`config.mk`:
```
export PLATFORM = sky130hd
export DESIGN_NAME = serial_sub
export DESIGN_NICKNAME = d
export VERILOG_FILES = /design/src/rtl/serial_sub.sv
export SDC_FILE = /design/constraint.sdc
export NUM_CORES = 1
export LEC_CHECK = 0
export CELL_PAD_IN_SITES_DETAIL_PLACEMENT = 0
export CELL_PAD_IN_SITES_GLOBAL_PLACEMENT = 2
export CORE_MARGIN = 4
export CORE_UTILIZATION = 25
export DETAILED_ROUTE_END_ITERATION = 10
export PLACE_DENSITY_LB_ADDON = 0.1
export SYNTH_ARGS = -nofsm -noshare
export SYNTH_HDL_FRONTEND = slang
export SYNTH_HIERARCHICAL = 1
export SYNTH_SLANG_ARGS = --single-unit
```
`constraint.sdc`:
```
create_clock -name clk -period 1.8 [get_ports clk]
set_input_delay 0.18 -clock clk [delete_from_list [all_inputs] [get_ports clk]]
set_output_delay 0.18 -clock clk [all_outputs]
set_load 0.05 [all_outputs]
```
`src/rtl/serial_sub.sv`:
```
// rtl/serial_sub.sv - Bit-serial WIDTH-bit subtractor, LSB first; optional ovf via SERIAL_SUB_OVF_EN

// Single-bit full subtractor: dif = a - b - bin, bout = borrow out.
module full_sub (
    input  logic a,
    input  logic b,
    input  logic bin,
    output logic dif,
    output logic bout
);

    // Pure combinational cell; the caller owns the borrow register.
    assign dif  = a ^ b ^ bin;
    assign bout = (~a & b) | (~(a ^ b) & bin);

endmodule

module serial_sub #(
    parameter int WIDTH = 8
) (
    input  logic             clk,
    input  logic             rst,
    input  logic             start,
    input  logic [WIDTH-1:0] a,
    input  logic [WIDTH-1:0] b,
    output logic             busy,
    output logic             done,
    output logic [WIDTH-1:0] diff,
    output logic             bout
`ifdef SERIAL_SUB_OVF_EN
    ,
    output logic             ovf
`endif
);

    localparam int CW = (WIDTH > 1) ? $clog2(WIDTH) : 1;
    localparam logic [CW-1:0] LAST = CW'(WIDTH - 1);

    typedef enum logic [0:0] {
        IDLE  = 1'b0,
        SHIFT = 1'b1
    } state_t;

    state_t state;
    state_t state_nxt;

    logic load;
    logic shift_en;
    logic last;

    logic [WIDTH-1:0] a_sh;
    logic [WIDTH-1:0] b_sh;
    // Upper WIDTH-1 result bits; the newest bit comes straight from the cell.
    logic [WIDTH-2:0] res_sh;
    logic             borrow;
    logic [CW-1:0]    cnt;

    logic             cell_dif;
    logic             cell_bout;
    logic [WIDTH-1:0] res_nxt;

`ifdef SERIAL_SUB_OVF_EN
    logic a_msb;
    logic b_msb;
`endif

    full_sub u_cell (
        .a    (a_sh[0]),
        .b    (b_sh[0]),
        .bin  (borrow),
        .dif  (cell_dif),
        .bout (cell_bout)
    );

    // On the final shift this is the complete result, LSB landing in bit 0.
    assign res_nxt = {cell_dif, res_sh};

    // State register.
    always_ff @(posedge clk) begin
        if (rst) begin
            state <= IDLE;
        end else begin
            state <= state_nxt;
        end
    end

    // Next-state and control strobes; start is only looked at while idle.
    always_comb begin
        state_nxt = state;
        load      = 1'b0;
        shift_en  = 1'b0;
        last      = 1'b0;
        case (state)
            IDLE: begin
                if (start) begin
                    load      = 1'b1;
                    state_nxt = SHIFT;
                end
            end
            SHIFT: begin
                shift_en = 1'b1;
                if (cnt == LAST) begin
                    last      = 1'b1;
                    state_nxt = IDLE;
                end
            end
            default: begin
                state_nxt = IDLE;
            end
        endcase
    end

    // Operand shift registers, borrow flip-flop, partial result and bit counter.
    always_ff @(posedge clk) begin
        if (rst) begin
            a_sh   <= '0;
            b_sh   <= '0;
            res_sh <= '0;
            borrow <= 1'b0;
            cnt    <= '0;
        end else if (load) begin
            a_sh   <= a;
            b_sh   <= b;
            res_sh <= '0;
            borrow <= 1'b0;
            cnt    <= '0;
        end else if (shift_en) begin
            a_sh   <= a_sh >> 1;
            b_sh   <= b_sh >> 1;
            res_sh <= res_nxt[WIDTH-1:1];
            borrow <= cell_bout;
            // Hold on the last bit so the counter never wraps inside an operation.
            cnt    <= last ? cnt : cnt + CW'(1);
        end
    end

    // Busy flag and the one-cycle completion pulse.
    always_ff @(posedge clk) begin
        if (rst) begin
            busy <= 1'b0;
            done <= 1'b0;
        end else begin
            done <= last;
            if (load) begin
                busy <= 1'b1;
            end else if (last) begin
                busy <= 1'b0;
            end
        end
    end

    // Result registers: updated only on completion, held otherwise.
    always_ff @(posedge clk) begin
        if (rst) begin
            diff <= '0;
            bout <= 1'b0;
        end else if (last) begin
            diff <= res_nxt;
            bout <= cell_bout;
        end
    end

`ifdef SERIAL_SUB_OVF_EN
    // Sign bits of the accepted operands, kept for the overflow decision.
    always_ff @(posedge clk) begin
        if (rst) begin
            a_msb <= 1'b0;
            b_msb <= 1'b0;
        end else if (load) begin
            a_msb <= a[WIDTH-1];
            b_msb <= b[WIDTH-1];
        end
    end

    // Signed overflow: operand signs differ and the result sign differs from a.
    always_ff @(posedge clk) begin
        if (rst) begin
            ovf <= 1'b0;
        end else if (last) begin
            ovf <= (a_msb ^ b_msb) & (a_msb ^ cell_dif);
        end
    end
`endif

endmodule

```
==> results.json <==
{
  "finalWirelength_microns": 3333,
  "path_cells": "clkdlybuf4s50_1",
  "synth_fa_ha_area_share_pct": 3.400,
  "period_share_pct": 90.61,
  "clock.fmax_mhz": 613.1,
  "critPathLaunchType": "flip-flop",
  "drt_iter0_markers": 31,
  "final_util_pct": 33.17,
  "synth_area_leaders": "dfxtp_1, mux2i_1, nand2_1",
  "num_rows": 29,
  "crit_slowest_cell": "clkdlybuf4s50_1",
  "worstHoldPathType": "flip-flop to flip-flop",
  "dieWidth_microns": 90.29,
  "grt_remaining_overflow": 0,
  "grt_setup_unrepaired": "false",
  "synth_compound_area_share_pct": 11.68,
  "worst_setup_path_end_kind": "output port",
  "synth_top_family_by_area": "simple AND/OR/NAND/NOR gates",
  "postCtsSetupBuffers": 0,
  "cp_top_family": "buffers and inverters",
  "cts-htree-levels": 2,
  "synth-seq-cells": 39,
  "setup_viol_count_final": 0,
  "leakage_uw": 0.0007928,
  "io_pins": 30,
  "num-fill-cells": 696,
  "cts_tree": "yes",
  "min_period_ns": 1.631,
  "fin_skew_ns": 0.004970,
  "status": "completed",
  "groute.usage.overall_pct": 8.690,
  "core_sq_um": 6459,
  "synthToLayoutAreaGrowth_pct": 26.53,
  "synthXorXnorAreaFrac_pct": 0.5174,
  "drc": 0,
  "cp_num_buf_inv": 1,
  "nNetsFinal": 239,
  "yosys_most_used_dff": "dfxtp_1",
  "tightest_slew_ns": 0.4960,
  "timing.hold.ws_ns": 0.4539,
  "seq_area_frac_synth_pct": 46.12,
  "ys_async_sr_fraction_pct": 0,
  "worstSetupPathType": "flip-flop to output port",
  "crit_required_ns": 1.62,
  "grt_pass1_vias": 1294,
  "hold_viol": 0,
  "syn-num-nets": 213,
  "worstPathArrival_ns": 1.45,
  "ir_drop_v": 0.0002629,
  "synth-edff-count": 0,
  "grt_start_max_net_pins": 40,
  "muxShareOfSynthArea_pct": 11.31,
  "place_ws_ns": 0.3299,
  "ctsRootBufferMaster": "clkbuf_8",
  "tns_ns": 0,
  "avgSynthCellArea_sq_um": 8.910,
  "die-area_sq_um": 8152,
  "clockBufferDepth": 2,
  "netlist-cell-type-count": 26,
  "drtPass1Iterations": 3,
  "cts_resized": 0,
  "clk_latency_ns": 0.29,
  "crit_fanout": 3,
  "dr_total_vias": 1276,
  "start_util_pct": 26.21,
  "antenna_found_initial": 0,
  "slew_viol_final": 0,
  "yosysTopAreaCell": "dfxtp_1",
  "cts_buffers": 5,
  "cts.sinks": 39,
  "die_y_microns": 90.29,
  "avgRoutedWirePerCell_microns": 11.34,
  "clk_pin_slew_ns": 0.07,
  "synth_simple_gate_area_share_pct": 20.40,
  "maxSlewHeadroom_pct": 66.83,
  "synthCells": 190,
  "p_sw_uw": 415.2,
  "worst_slack_ns": 0.1689,
  "ctsHoldBuffers": 0,
  "drv_cap": 0,
  "switching_share_pct": 23.51,
  "vias_per_cell": 4.340,
  "max_stage_delay_ns": 0.81,
  "synth.top_cell.area_share_pct": 46.12,
  "io_buffers": 29,
  "seqPwrFrac_pct": 51.8,
  "p_per_area_nw_per_um2": 824.5,
  "yosys_warnings": 6,
  "drive_above_1_share_pct": 6.912,
  "place_congestion": 0.7136,
  "p_comb_share_pct": 11.4,
  "syn_area_sq_um": 1693,
  "dpl.hpwl_microns": 2193,
  "cellInternalPower_uw": 1351,
  "antenna_left": 0,
  "grt_first_pass_wirelength_microns": 5782,
  "dpl_cell_area_sq_um": 2042,
  "antenna_cells": 0,
  "stdcell_area_sq_um": 2142,
  "clkPwrFrac_pct": 36.9
}
## per-stage QoR
stage                     power, uW  cells
after global routing           1865    294
after CTS                      1811    294
after floorplan                1070    190
final                          1766    294
after global placement         1136    286
after detailed placement       1139    286
## power by group through the flow
| stage | registers (uW) | logic, uW | clock network, uW |
|---|---|---|---|
| global route | 919 | 227 | 718 |
| CTS | 915 | 206 | 690 |
| finish | 914 | 201 | 651 |
| floorplan | 936 | 134 | 0 |
| global placement | 934 | 202 | 0 |
| detailed placement | 934 | 205 | 0 |
## metal layers
| metal | up-vias | part of all wire [%] | global-route usage (%) |
|---|---|---|---|
| li1 | 682 | - | - |
| met1 | 563 | 47 | 10.26 |
| met2 | 24 | 47 | 14.25 |
| met3 | 7 | 4.4 | 2.750 |
| met4 | 0 | 2.1 | 4.209 |
| met5 | - | 0 | 0 |
## sequential cells by signal, indices dropped and copies added (netlist names)
| name | count |
|---|---|
| res_sh | 7 |
| diff | 8 |
| state | 1 |
| done | 1 |
| borrow | 1 |
| cnt | 3 |
| bout | 1 |
| a_sh | 8 |
| b_sh | 8 |
| busy | 1 |
## path summary, 6_finish.rpt
check                             start      end  slack [ns]  cells after the start
worst max-delay path               busy     busy        0.17                      1
worst max register to register   cnt[0]     bout        0.43                      5
worst min-delay path            diff[7]  diff[7]        0.45                      2
worst min register to register  diff[7]  diff[7]        0.45                      2
## logic make-up (layout without fill, tap and decap cells)
| family | Yosys count | count (layout) |
|---|---|---|
| xor gates and xnor gates | 1 | 1 |
| buffers and inverters | 18 | 45 |
| muxes | 19 | 19 |
| adders and majority gates | 4 | 4 |
| DFF | 39 | 39 |
| and+or+nand+nor | 71 | 71 |
| AOI/OAI and AO/OA | 38 | 38 |
## layout make-up
| type | instances | area [sq um] | share of cell area [%] |
|---|---|---|---|
| clock buffer | 8 | 100.1 | 4.673 |
| inverter | 4 | 17.52 | 0.8178 |
| multi-input combinational | 133 | 800.8 | 37.38 |
| sequential | 39 | 782.0 | 36.51 |
| tap | 77 | 96.34 | 4.498 |
| timing repair buffer | 33 | 345.3 | 16.12 |
## cell usage after synthesis (2+ instances only)
library cell,count
ha_1,3
a21oi_1,21
dfxtp_1,39
buf_2,5
clkbuf_1,4
o21ai_0,7
nand2_1,33
o21ai_1,7
nor2_1,10
a211oi_1,2
inv_1,3
nor2b_1,14
nor3_1,2
nor3b_1,9
mux2i_1,18
buf_4,3
## cells in the final DEF, fill, tap and decap left out, drive strengths merged
master	instances
dfxtp	39
clkdlybuf4s50	29
o21ai	14
inv	4
o21bai	1
nor2	11
buf	4
ha	3
a21oi	21
a211oi	2
nor3	2
nor2b	14
clkbuf	8
mux2	1
and2	1
fa	1
nor3b	9
nand2	33
xnor2	1
mux2i	18
nand2b	1
Note: power is estimated with default switching activity, not from simulation.
